$ cat config.mk
export PLATFORM = sky130hd
export DESIGN_NAME = store_rmw_writer
export DESIGN_NICKNAME = d
export VERILOG_FILES = /design/src/rtl/store_rmw_writer.sv
export SDC_FILE = /design/constraint.sdc
export NUM_CORES = 1
export LEC_CHECK = 0
export BUFFER_PORTS_ARGS = -buffer_cell sky130_fd_sc_hd__buf_2
export CAP_MARGIN = 30
export CELL_PAD_IN_SITES_DETAIL_PLACEMENT = 0
export CELL_PAD_IN_SITES_GLOBAL_PLACEMENT = 2
export CORE_ASPECT_RATIO = 0.75
export CORE_MARGIN = 2
export CORE_UTILIZATION = 32
export CTS_CLUSTER_SIZE = 30
export DETAILED_ROUTE_END_ITERATION = 6
export PLACE_DENSITY_LB_ADDON = 0.15
export SYNTH_ARGS = -nofsm -noshare
export SYNTH_HDL_FRONTEND = slang
export SYNTH_SLANG_ARGS = --single-unit
$ cat constraint.sdc
create_clock -name clk_i -period 5.95 [get_ports clk_i]
set_clock_uncertainty 0.05 [all_clocks]
set_input_delay 0.595 -clock clk_i [delete_from_list [all_inputs] [get_ports clk_i]]
set_output_delay 0.595 -clock clk_i [all_outputs]
set_load 0.1 [all_outputs]
$ cat src/rtl/store_rmw_writer.sv
// store_rmw_writer
//   Memory-stage store writer for a word-wide synchronous data RAM with no
//   byte enables. Word stores are written directly; byte and halfword stores
//   read the target word, merge the new lane(s) in, and write the word back.
//   The pipeline stalls on req_i & !ready_o.
//
//   Optional feature macro: STORE_RMW_BYPASS_EN
//     When defined, the last written word (address + data) is cached so a
//     sub-word store to the same word skips the RAM read.
//
// Ports
//   clk_i        system clock, rising edge
//   rst_ni       asynchronous active-low reset
//   req_i        store request (sampled while ready_o=1)
//   addr_i       byte address, AddrBits+2 bits
//   data_i       right-aligned store data
//   size_i       0=byte, 1=half, 2=word, 3=reserved
//   ready_o      1 in IDLE
//   done_o       pulse in the cycle the RAM write occurs
//   err_o        pulse for misaligned or reserved-size request
//   mem_addr_o   RAM word address
//   mem_re_o     RAM read enable (data valid on mem_rdata_i next cycle)
//   mem_rdata_i  RAM read data
//   mem_we_o     RAM write enable
//   mem_wdata_o  RAM write data
//
// state | meaning
// IDLE  | ready for a request
// READ  | RAM read of the target word issued
// MERGE | read data present; merge new lane(s) into it
// WRITE | RAM write of the final word, done pulse
module store_rmw_writer #(
  parameter int AddrBits = 12
) (
  input  logic                clk_i,
  input  logic                rst_ni,
  input  logic                req_i,
  input  logic [AddrBits+1:0] addr_i,
  input  logic [31:0]         data_i,
  input  logic [1:0]          size_i,
  output logic                ready_o,
  output logic                done_o,
  output logic                err_o,
  output logic [AddrBits-1:0] mem_addr_o,
  output logic                mem_re_o,
  input  logic [31:0]         mem_rdata_i,
  output logic                mem_we_o,
  output logic [31:0]         mem_wdata_o
);

  typedef enum logic [1:0] {IDLE, READ, MERGE, WRITE} state_e;

  state_e      state_q;
  logic [15:0] data_q;
  logic [1:0]  lane_q;
  logic        byte_q;

  // Replace the addressed byte or halfword of word, keeping all other bits.
  function automatic logic [31:0] merge(input logic [31:0] word,
                                        input logic [15:0] d,
                                        input logic        is_byte,
                                        input logic [1:0]  lane);
    logic [31:0] r;
    r = word;
    if (is_byte)      r[{lane, 3'b000} +: 8] = d[7:0];
    else if (lane[1]) r[31:16] = d;
    else              r[15:0]  = d;
    return r;
  endfunction

  logic [AddrBits-1:0] waddr;
  logic                is_byte;
  logic                word_ok;
  logic                sub_ok;
  logic [31:0]         merge_d;

  assign waddr   = addr_i[AddrBits+1:2];
  assign is_byte = (size_i == 2'd0);
  assign word_ok = (size_i == 2'd2) && (addr_i[1:0] == 2'b00);
  assign sub_ok  = is_byte || ((size_i == 2'd1) && !addr_i[0]);
  assign merge_d = merge(mem_rdata_i, data_q, byte_q, lane_q);

`ifdef STORE_RMW_BYPASS_EN
  logic                cache_vld_q;
  logic [AddrBits-1:0] cache_addr_q;
  logic [31:0]         cache_data_q;
  logic                hit;
  logic [31:0]         hit_merge_d;

  assign hit         = cache_vld_q && (cache_addr_q == waddr);
  assign hit_merge_d = merge(cache_data_q, data_i[15:0], is_byte, addr_i[1:0]);

  // The RAM has no other writer, so the word seen in WRITE stays current.
  always_ff @(posedge clk_i or negedge rst_ni) begin
    if (!rst_ni) begin
      cache_vld_q  <= 1'b0;
      cache_addr_q <= '0;
      cache_data_q <= '0;
    end else if (state_q == WRITE) begin
      cache_vld_q  <= 1'b1;
      cache_addr_q <= mem_addr_o;
      cache_data_q <= mem_wdata_o;
    end
  end
`endif

  always_ff @(posedge clk_i or negedge rst_ni) begin
    if (!rst_ni) begin
      state_q     <= IDLE;
      data_q      <= '0;
      lane_q      <= '0;
      byte_q      <= 1'b0;
      ready_o     <= 1'b1;
      done_o      <= 1'b0;
      err_o       <= 1'b0;
      mem_addr_o  <= '0;
      mem_re_o    <= 1'b0;
      mem_we_o    <= 1'b0;
      mem_wdata_o <= '0;
    end else begin
      done_o   <= 1'b0;
      err_o    <= 1'b0;
      mem_re_o <= 1'b0;
      mem_we_o <= 1'b0;
      case (state_q)
        IDLE: begin
          if (req_i) begin
            data_q <= data_i[15:0];
            lane_q <= addr_i[1:0];
            byte_q <= is_byte;
            if (word_ok) begin
              mem_addr_o  <= waddr;
              mem_wdata_o <= data_i;
              mem_we_o    <= 1'b1;
              done_o      <= 1'b1;
              ready_o     <= 1'b0;
              state_q     <= WRITE;
            end else if (sub_ok) begin
              mem_addr_o <= waddr;
              ready_o    <= 1'b0;
`ifdef STORE_RMW_BYPASS_EN
              if (hit) begin
                mem_wdata_o <= hit_merge_d;
                mem_we_o    <= 1'b1;
                done_o      <= 1'b1;
                state_q     <= WRITE;
              end else begin
                mem_re_o <= 1'b1;
                state_q  <= READ;
              end
`else
              mem_re_o <= 1'b1;
              state_q  <= READ;
`endif
            end else begin
              err_o <= 1'b1;
            end
          end
        end
        READ: state_q <= MERGE;
        MERGE: begin
          mem_wdata_o <= merge_d;
          mem_we_o    <= 1'b1;
          done_o      <= 1'b1;
          state_q     <= WRITE;
        end
        WRITE: begin
          ready_o <= 1'b1;
          state_q <= IDLE;
        end
        default: state_q <= IDLE;
      endcase
    end
  end

endmodule

# ---- Word level (Yosys, flattened, before mapping)
# Cells that the tools add are included.
dict set report word_totals {
  regBits 69
  input_bits 83
  output_inout_bits 49
  wordCells 64
}
dict set report op_classes {
  n_addsub 1
  eq_ne 8
  shift 2
  muxes 28
  n_reduce_logical 15
}
# cell n
set op_table {}
lappend op_table {{2-to-1 mux 32 bit} 3}
lappend op_table {{one-hot mux 32 bit (2 select lines)} 1}
lappend op_table {{bitwise mux 32 bit} 1}
lappend op_table {{2-to-1 mux 16 bit} 2}
lappend op_table {{variable shift 8 x 7 -> 32 bit, first input constant} 1}
lappend op_table {{variable part select 8 x 7 -> 32 bit} 1}
lappend op_table {{2-to-1 mux 12 bit} 2}
lappend op_table {{2-to-1 mux 1 bit} 13}
lappend op_table {{AND reduction 3 bit} 3}
lappend op_table {{one-hot mux 2 bit (4 select lines)} 1}
lappend op_table {{negation 5 -> 7 bit} 1}
lappend op_table {{equality test 2 bit, second input constant} 3}
lappend op_table {{logical NOT 2 bit} 3}
lappend op_table {{2-to-1 mux 2 bit} 3}
lappend op_table {{nonzero test 2 bit} 3}
lappend op_table {{equality test 2 x 1 -> 1 bit, second input constant} 2}
lappend op_table {{inequality test 2 bit, second input constant} 2}
lappend op_table {{one-hot mux 1 bit (2 select lines)} 2}
lappend op_table {{AND reduction 2 bit} 2}
lappend op_table {{inequality test 3 bit, second input constant} 1}
lappend op_table {{logical AND 1 bit} 2}
lappend op_table {{logical NOT 1 bit} 1}
lappend op_table {{logical OR 1 bit} 1}

# ---- Longest topological paths before layout
# Gate-level depths: netlist of the first run.
dict set report depth {
  depth_word 7
  mapped_depth 9
  depth_no_buf 6
}

# ---- Worst setup path before layout of the first run
# Ideal clock, no wire load.
dict set report synth_path {
  path_kind {register -> register}
  startpoint {reg lane_q[1]}
  endpoint {reg mem_wdata_o[16]}
  setup_ns 0.082
  t_arrival_ns 2.157
  required_time_ns 5.818
  path_slack_ns 3.661
  stages_incl_launch_ff 10
  n_path_buf 3
  period_less_slack_ns 2.289
  cell_sequence {dfrtp_1 buf_2 buf_1 inv_1 ha_1 nor3b_2 clkbuf_1 and3_1 o221ai_1 a31oi_1}
}
dict set report synth_via {
  elab_chain_len 5
  elab_cells_between_ends 7
  classes_between {add/sub: 1; shift: 2; mux: 4}
}
# element line
set synth_lines {}
lappend synth_lines {{from (decl)} 55} ;# logic [1:0] lane_q;
lappend synth_lines {{from (signal assigned)} 129} ;# lane_q <= addr_i[1:0];
lappend synth_lines {{negation 5 -> 7 bit} 65} ;# if (is_byte) r[{lane, 3'b000} +: 8] = d[7:0];
lappend synth_lines {{variable part select 8 x 7 -> 32 bit or variable shift 8 x 7 -> 32 bit (tied branches)} 65}
lappend synth_lines {{bitwise mux 32 bit} 65}
lappend synth_lines {{2-to-1 mux 32 bit (*)} 65}
lappend synth_lines {{one-hot mux 32 bit (2 select lines) (*)} 125} ;# case (state_q)
lappend synth_lines {{to (signal assigned)} 133} ;# mem_wdata_o <= data_i;
lappend synth_lines {{to (signal assigned)} 162} ;# mem_wdata_o <= merge_d;
lappend synth_lines {{to (decl)} 48} ;# output logic [31:0] mem_wdata_o
# Mark *: on every way between the ends. The rest lies on a longest branch, timed or not.
# A chain may end at the register's enable or synchronous reset.

# ---- Worst setup path in the final report of the first run
dict set report layout_path {
  startpoint {reg state_q[0]}
  endpoint {reg mem_wdata_o[3]}
}
dict set report layout_via {
  elab_chain_len 3
  elab_cells_between_ends 7
  classes_between {eq/ne: 3; mux: 1; reduce/logical: 3}
}
# element line
set layout_lines {}
lappend layout_lines {{from (decl)} 53} ;# state_e state_q;
lappend layout_lines {{from (signal assigned)} 109} ;# state_q <= IDLE;
lappend layout_lines {{from (signal assigned)} 137} ;# state_q <= WRITE;
lappend layout_lines {{from (signal assigned)} 153} ;# state_q <= READ;
lappend layout_lines {{equality test 2 bit or logical NOT 2 bit (tied branches)} 125}
lappend layout_lines {{nonzero test 2 bit (no line) or inequality test 2 bit (tied branches)} -}
lappend layout_lines {{AND reduction 3 bit (no line)} -}
# Parallel ways exist; a longest one is shown, timed or not.

==> qor.csv, run 1 <==
metric;value;unit
status;finished clean;
DIE AREA;14060;um2
post-synthesis mux area share;0.08793;
Multi-input gate area;2133;um2
Final Max Slew Viols;0;
Die H;103.2;um
CTS tree;done;
initial antenna violation count;1;
Fin. Hold Viols;0;
fmax;319.5;MHz
flop2flop setup slack;2.82;ns
worst-skew pair later-pin latency;0.33;ns
number of fill cells;1355;
Seq/Total Area, Yosys;0.4116;
CP Launch Type;flop;
WS Path Type;reg -> reg;
post-synthesis simple-gate area fraction;0.1690;
Synth area leader;dfrtp_1;
Slew HR;0.3389;
first-pass GRT wire length;19180;um
CTS resizes;0;
vias per inst;4.904;
Max clock buf depth;2;
sequential standard cell area;1729;um2
grt ovf;0;
met3 WL;884;um
Yosys top cell area share;0.4054;
max_cap viols;0;
via count;3688;
critical path capture point type;flop;
IO buf count;131;
Routed wire per std cell;16.30;um
met2 wire len;5121;um
Die Width;136.3;um
clock root buffer;clkbuf_16;
Global Route Usage Sum;0.1781;
share of cells above drive strength 1;0.3299;
Sink Count;69;
Async SR Flop Fraction;1.000;
IO Pins;132;
post-CTS setup repair buffer count;0;
Clock transition at path regs;0.06;ns
mapped cell area;4198;um2
critical path fanouts, max;40;
number of distinct library cells after synthesis;38;
syn_nets;555;
crit path time final;3.130;ns
CP Data Required Time;6.12;ns
most frequent cells after synthesis;dfrtp_1 (68), o21ai_0 (63), inv_1 (37), nand2_1 (37), nor2_1 (34);
H-tree depth;3;
EDFF count, synth;0;
Initial Util;0.3259;
dpl hpwl;8504;um
vias in the first global route;3520;
XOR/XNOR share of the synthesized area;0;
row count;36;
RD Place Congestion;0.7600;
Post-Synth Adder-Cell Area;0.02683;
Post-Synthesis Mean Instance Area;9.066;um2
Met1 Wirelength;6199;um
DRC;0;
core area;12880;um2
largest cells by area after synthesis;dfrtp_1 (41%), o21ai_0 (7.5%), mux2_2 (5.1%);
TritonCTS buffer count;9;
Initial DRC Count;262;
Arr. time, crit path;3.30;ns
Top Layer Used;met4;
CTS Hold Bufs;0;
Total Wirelength;12250;um
Post-DRT Antenna Nets;0;
DRT Pass-1 Iters;4;
fin crit share;0.5260;
count leader, synth;dfrtp_1;
Worst Tran Pin Value;0.9917;ns
compound-cell area share of the yosys netlist;0.2235;
largest net degree at the start of global routing;70;
top_reg_cell synth;dfrtp_1;
NumNets Final;666;
Post-Syn Instances;463;
synth-to-layout area growth;25.28;%
final setup fails;0;
Synth Warn #;0;
largest family of logic cells by synthesized area;compound AO/OA/AOI/OAI gates;
setup TNS;0;ns
Hold Crit Class;in -> async;
RSZ-0062 raised after global routing;no;
#FFs+latches synth;69;
area by class of cell:
class / instances / share of cell area
antenna: 2 / 0.0009517
clock buffer: 11 / 0.04616
clock inverter: 5 / 0.02046
inverter: 37 / 0.02641
multi-input combinational: 322 / 0.4057
sequential: 69 / 0.3288
tap: 171 / 0.04069
timing repair buffer: 135 / 0.1309
logic make-up after synthesis:
logic type	Yosys count
muxes	30
DFF	69
AOI/OAI and AO/OA	146
buffers and inverters	72
and+or+nand+nor	137
adders and majority gates	9
registers in the layout (all words and copies together) (netlist names):
name and flops:
err_o 1, mem_addr_o 12, state_q 2, mem_re_o 1, data_q 16, ready_o 1, mem_we_o 1, mem_wdata_o 32
byte_q 1, lane_q 2
worst paths after layout:
| kind | start | to | cells past startpoint |
|---|---|---|---|
| hold / removal | rst_ni | mem_wdata_o[2] | 1 |
| setup reg to reg | state_q[0] | mem_wdata_o[3] | 7 |
| min in group clk_i | mem_addr_o[5] | mem_addr_o[5] | 1 |
| hold reg to reg | mem_addr_o[5] | mem_addr_o[5] | 1 |
| max in group asynchronous | rst_ni | lane_q[1] | 1 |
| setup / recovery | state_q[0] | mem_wdata_o[3] | 7 |
critical path, cell delays in order (launching register included):
cell and delay, ns:
dfrtp_1 0.38, inv_1 0.12, ha_1 0.22, and2_1 0.61
a32o_2 0.85, buf_4 0.42, o21ai_0 0.16, o22a_1 0.19
routing by layer:
layer,vias to the layer above,GRT usage
met2,100,0.2547
met3,4,0.04532
met5,-,0
met1,1717,0.2692
li1,1867,-
met4,0,0.03926
per-stage QoR:
step	area, um2	std cells	setup slack [ns]	hold slack, ns	utilization
after floorplan	4198	463	3.661	0.2494	-
after global placement	4903	734	2.870	0.4340	0.3806
after detailed placement	4903	734	2.792	0.4382	0.3806
after CTS	5254	750	2.784	0.3869	0.4078
after global routing	5254	750	2.539	0.4331	0.4078
final	5259	752	2.820	0.3520	0.4082
cell usage in the layout, fill, tap and decap left out, drive strengths merged, types with 3 or more instances in the layout:
master	Yosys	layout
a31oi	34	34
buf	17	135
a21oi	9	9
and2	3	3
inv	37	37
dfrtp	68	68
ha	9	9
clkbuf	18	11
and3	22	22
o21ai	67	67
o22a	8	8
mux2	28	28
nand2b	32	32
nor2	34	34
bufinv	0	3
nand2	37	37
o221ai	24	24
Power of run 1 is left out: the tool's default activity adds up to more than one toggle a clock period on the data nets, which glitch-free logic cannot reach.
==> run 2: changes to the inputs <==
--- a/config.mk
+++ b/config.mk
@@ -5,13 +5,14 @@
 export SDC_FILE = /design/constraint.sdc
 export NUM_CORES = 1
 export LEC_CHECK = 0
+export ABC_AREA = 1
 export BUFFER_PORTS_ARGS = -buffer_cell sky130_fd_sc_hd__buf_2
 export CAP_MARGIN = 30
 export CELL_PAD_IN_SITES_DETAIL_PLACEMENT = 0
 export CELL_PAD_IN_SITES_GLOBAL_PLACEMENT = 2
 export CORE_ASPECT_RATIO = 0.75
 export CORE_MARGIN = 2
-export CORE_UTILIZATION = 32
+export CORE_UTILIZATION = 25
 export CTS_CLUSTER_SIZE = 30
 export DETAILED_ROUTE_END_ITERATION = 6
 export PLACE_DENSITY_LB_ADDON = 0.15
==> constraint.sdc (replaced) <==
create_clock -name clk_i -period 2.56 [get_ports clk_i]
set_clock_uncertainty 0.05 [all_clocks]
set_input_delay 0.256 -clock clk_i [delete_from_list [all_inputs] [get_ports clk_i]]
set_output_delay 0.256 -clock clk_i [all_outputs]
set_load 0.1 [all_outputs]
==> qor.csv, run 2 <==
metric;value;unit
fmax;484.5;MHz
WS Path Type;reg -> reg;
vias in the first global route;4691;
largest cells by area after synthesis;dfrtp_1 (37%), nand2_1 (18%), nor2_1 (13%);
worst-skew pair later-pin latency;0.34;ns
share of cells above drive strength 1;0.2101;
EDFF count, synth;0;
NumNets Final;939;
CTS tree;done;
DRC;0;
crit path from;state_q[0];
mapped cell area;4641;um2
Synth Warn #;0;
largest registers;mem_wdata_o x32, data_q x16, mem_addr_o x12;
status;finished clean;
Die H;122.0;um
slowest stage delay, CP;0.40;ns
critical path fanouts, max;30;
Yosys top cell area share;0.3667;
critical path, cell by cell;inv_1, ha_1, nand2_2, inv_2, nand3_4, buf_4, a21boi_0, a21oi_1;
via count;4860;
DRT Pass-1 Iters;5;
number of distinct library cells after synthesis;26;
RD Place Congestion;0.8579;
hold path depth;3;
Seq/Total Area, Yosys;0.3723;
Arr. time, crit path;2.24;ns
Post-DRT Antenna Nets;0;
Layout Utilization;0.3216;
IO Pins;132;
TritonCTS buffer count;9;
largest reg by FF count;mem_wdata_o;
Clock transition at path regs;0.06;ns
CP Data Required Time;2.73;ns
fin crit share;0.8063;
initial antenna violation count;0;
Worst Tran Pin Value;0.5931;ns
H-tree depth;3;
Global Route Usage Sum;0.1786;
Die Width;161.3;um
CP Launch Type;flop;
Fin. Hold Viols;0;
crit path time final;2.064;ns
Routed wire per std cell;15.60;um
Max clock buf depth;2;
dpl hpwl;12680;um
Hold Crit Class;in -> reg;
Slew HR;0.6032;
clock root buffer;clkbuf_16;
hold_sp;addr_i[8];
core area;18350;um2
final setup fails;0;
worst reg2reg path depth;8;
top_reg_cell synth;dfrtp_1;
row count;43;
synth-to-layout area growth;27.15;%
vias per inst;4.422;
Initial Util;0.2529;
FF-to-FF Start;state_q[0];
most frequent cells after synthesis;nand2_1 (222), nor2_1 (160), a21oi_1 (75), dfrtp_1 (68), inv_1 (65);
IO buf count;131;
syn_nets;817;
grt ovf;0;
max_cap viols;0;
Initial DRC Count;284;
most frequent cells in the layout;nand2_1 (222), nor2_1 (160), buf_2 (130);
Final Max Slew Viols;0;
Synth area leader;dfrtp_1;
Post-Synthesis Mean Instance Area;6.401;um2
number of diodes;0;
largest net degree at the start of global routing;65;
CP max-delay cell;dfrtp_1;
commonest non-fill, non-tap cell in the layout;nand2_1;
critical path capture point type;flop;
Post-Syn Instances;725;
first-pass GRT wire length;26680;um
Async SR Flop Fraction;1.000;
max reg flops;32;
DIE AREA;19680;um2
post-CTS setup repair buffer count;0;
Total Wirelength;17150;um
count leader, synth;nand2_1;
RSZ-0062 raised after global routing;no;
#FFs+latches synth;69;
Sink Count;69;
setup TNS;0;ns
-- run 2: kinds of logic (layout without fill, tap and decap cells) --
family / count (synthesis) / count (layout) / synth area share
adder cells (fa/ha/maj): 9 / 9 / 0.02427
AND/OR/NAND/NOR: 418 / 418 / 0.3532
flip-flops: 69 / 69 / 0.3723
buffers and inverters: 110 / 237 / 0.1070
AO/OA/AOI/OAI: 119 / 119 / 0.1432
-- run 2: worst max-delay path: cells and delay by family (launching register included) --
kind	cells	cell delay (ns)
AOI/OAI and AO/OA	2	0.32
and+or+nand+nor	2	0.35
adders and majority gates	1	0.23
buffers and inverters	3	0.59
DFF	1	0.40
-- run 2: path summary, 6_finish.rpt --
| kind | slack, ns | end |
|---|---|---|
| min | 0.05 | mem_addr_o[6] |
| min in group asynchronous | 0.34 | data_q[9] |
| min reg2reg | 0.44 | ready_o |
| max in group asynchronous | 1.48 | ready_o |
| max reg2reg | 0.50 | mem_wdata_o[23] |
| max | 0.50 | mem_wdata_o[23] |
-- run 2: repair_timing --
| item | 4_1_cts | 5_1_grt |
|---|---|---|
| hold buffers | 1 | 0 |
| endpoints found under the hold margin | 27 | 0 |
| resized for setup | 0 | 0 |
| endpoints found under the setup margin | 0 | 0 |
-- run 2: layer usage --
layer	GRT usage	vias to the layer above	wire, um
li1	-	2483	-
met1	0.2795	2254	9399
met2	0.2505	112	6880
met3	0.03064	11	693
met4	0.04241	0	172
met5	0	-	0
-- run 2: layout make-up --
type	count	area, um2
repair buffers	149	820.8
flip-flops and latches	69	1729
multi-input cells	546	2416
well taps	247	309.0
fillers	2088	12450
clock inverters	6	116.4
clock buffers	10	239.0
inverters	72	270.3
-- run 2: per-stage QoR --
| step | hold WS (ns) | instances | worst slack, ns | cell area [um2] |
|---|---|---|---|---|
| 2_1_floorplan | -0.08959 | 725 | 0.4875 | 4641 |
| 3_3_place_gp | 0.1792 | 1082 | 0.5384 | 5535 |
| 3_5_place_dp | 0.1833 | 1082 | 0.4895 | 5535 |
| 4_1_cts | 0.03932 | 1099 | 0.4858 | 5901 |
| 5_1_grt | 0.04030 | 1099 | 0.2391 | 5901 |
| 6_report | 0.05195 | 1099 | 0.4958 | 5901 |
Power of run 2 is left out for the same reason.
==> run 3: changes to the inputs <==
--- a/config.mk
+++ b/config.mk
@@ -12,7 +12,7 @@
 export CELL_PAD_IN_SITES_GLOBAL_PLACEMENT = 2
 export CORE_ASPECT_RATIO = 0.75
 export CORE_MARGIN = 2
-export CORE_UTILIZATION = 25
+export CORE_UTILIZATION = 27
 export CTS_CLUSTER_SIZE = 30
 export DETAILED_ROUTE_END_ITERATION = 6
 export PLACE_DENSITY_LB_ADDON = 0.15
==> constraint.sdc (replaced) <==
create_clock -name clk_i -period 1.9 [get_ports clk_i]
set_clock_uncertainty 0.05 [all_clocks]
set_input_delay 0.19 -clock clk_i [delete_from_list [all_inputs] [get_ports clk_i]]
set_output_delay 0.19 -clock clk_i [all_outputs]
set_load 0.1 [all_outputs]
==> qor.csv, run 3 (synthesis results as in run 2) <==
metric;value;unit
max reg flops;32;
Fin. Hold Viols;0;
vias per inst;4.535;
Initial DRC Count;278;
number of fill cells;1867;
largest net degree at the start of global routing;67;
met2 wire len;6696;um
Slew HR;0.6696;
RD Place Congestion;0.8889;
met3 WL;894;um
Top Layer Used;met4;
fin crit share;0.9250;
hold path depth;3;
worst-skew pair later-pin latency;0.35;ns
Multi-input gate area;2447;um2
CP delay by family, top;buffers and inverters;
critical path fanouts, max;18;
DRC;0;
Routed wire per std cell;15.24;um
Layout Utilization;0.3600;
Total Wirelength;16580;um
fmax;569.0;MHz
hold_sp;addr_i[1];
CP Data Required Time;2.07;ns
synth-to-layout area growth;30.52;%
number of diodes;0;
TritonCTS buffer count;9;
Die Width;155.4;um
DP Cell Count;1055;
DIE AREA;18260;um2
Met1 Wirelength;8853;um
IO buf count;131;
pre-CTS setup slack;0.05778;ns
status;finished clean;
Crit Reg-Reg Endpoint;mem_wdata_o[26];
worst reg2reg path depth;7;
CTS tree;done;
Die H;117.5;um
first-pass GRT wire length;26800;um
DRT Pass-1 Iters;5;
NumNets Final;960;
grt ovf;0;
CP max-delay cell;dfrtp_1;
CP Launch Type;flop;
worst setup margin;0.1425;ns
via count;4934;
Sink Count;69;
sequential standard cell area;1729;um2
Hold Crit Class;in -> reg;
WS Path Type;reg -> reg;
crit path time final;1.757;ns
Post-DRT Antenna Nets;0;
Arr. time, crit path;1.93;ns
IO Pins;132;
Final Max Slew Viols;0;
core area;16830;um2
hold_ws;0.04414;ns
commonest non-fill, non-tap cell in the layout;nand2_1;
row count;41;
largest registers;mem_wdata_o x32, data_q x16, mem_addr_o x12;
critical path capture point type;flop;
dpl hpwl;12440;um
Worst Tran Pin Value;0.4991;ns
initial antenna violation count;0;
most frequent cells in the layout;nand2_1 (221), nor2_1 (156), buf_2 (130);
Max clock buf depth;2;
flop2flop setup slack;0.14;ns
final setup fails;0;
hold path endpoint;lane_q[1];
vias in the first global route;4924;
Initial Util;0.2758;
largest reg by FF count;mem_wdata_o;
clock root buffer;clkbuf_16;
slowest stage delay, CP;0.39;ns
critical path, cell by cell;inv_1, ha_1, inv_2, or2_1, buf_4, a21boi_0, a21oi_1;
H-tree depth;3;
Layout Cells excl Fill;1088;
Global Route Usage Sum;0.1885;
max_cap viols;0;
RSZ-0062 raised after global routing;yes;
Clock transition at path regs;0.06;ns
FF-to-FF Start;state_q[0];
CP Buf/Inv Count;3;
share of cells above drive strength 1;0.2211;
[run 3: layer usage]
layer,GRT usage,vias to the layer above
met3,0.05191,9
met1,0.2868,2280
met5,0,-
met2,0.2666,118
met4,0.03383,0
li1,-,2527
[run 3: how the worst max path moves through the flow]
stage	slack, ns	start	to	cells after the start
after CTS	0.04	lane_q[1]	mem_wdata_o[30]	9
after floorplan	0.03	lane_q[1]	mem_wdata_o[31]	11
final	0.14	state_q[0]	mem_wdata_o[26]	7
after detailed placement	0.06	lane_q[1]	mem_wdata_o[30]	9
after global placement	0.09	lane_q[1]	mem_wdata_o[30]	9
after global routing	-0.05	lane_q[0]	mem_wdata_o[27]	9
[run 3: through the flow]
step           area (um2)  TNS (ns)
2_1_floorplan        4652         0
3_3_place_gp         5568         0
3_5_place_dp         5568         0
4_1_cts              6006         0
5_1_grt              6057  -0.07903
6_report             6057         0
[run 3: area by class of cell]
class	instances	share of cell area
clock inverters	5	0.005784
flip-flops and latches	69	0.2855
well taps	215	0.04441
clock buffers	11	0.04173
inverters	72	0.04462
repair buffers	170	0.1739
multi-input cells	546	0.4040
[run 3: timing repair]
item | CTS | global route
buffers inserted | 0 | 2
gates resized for setup | 0 | 10
hold buffers | 15 | 0
setup endpoints to repair | 0 | 36
hold endpoints to repair | 42 | 0
[run 3: tightest hold or removal path: stages]
cell,delay (ns)
buf_2,0.09
nand2_1,0.05
o21ai_0,0.06
Power of run 3 is left out for the same reason.
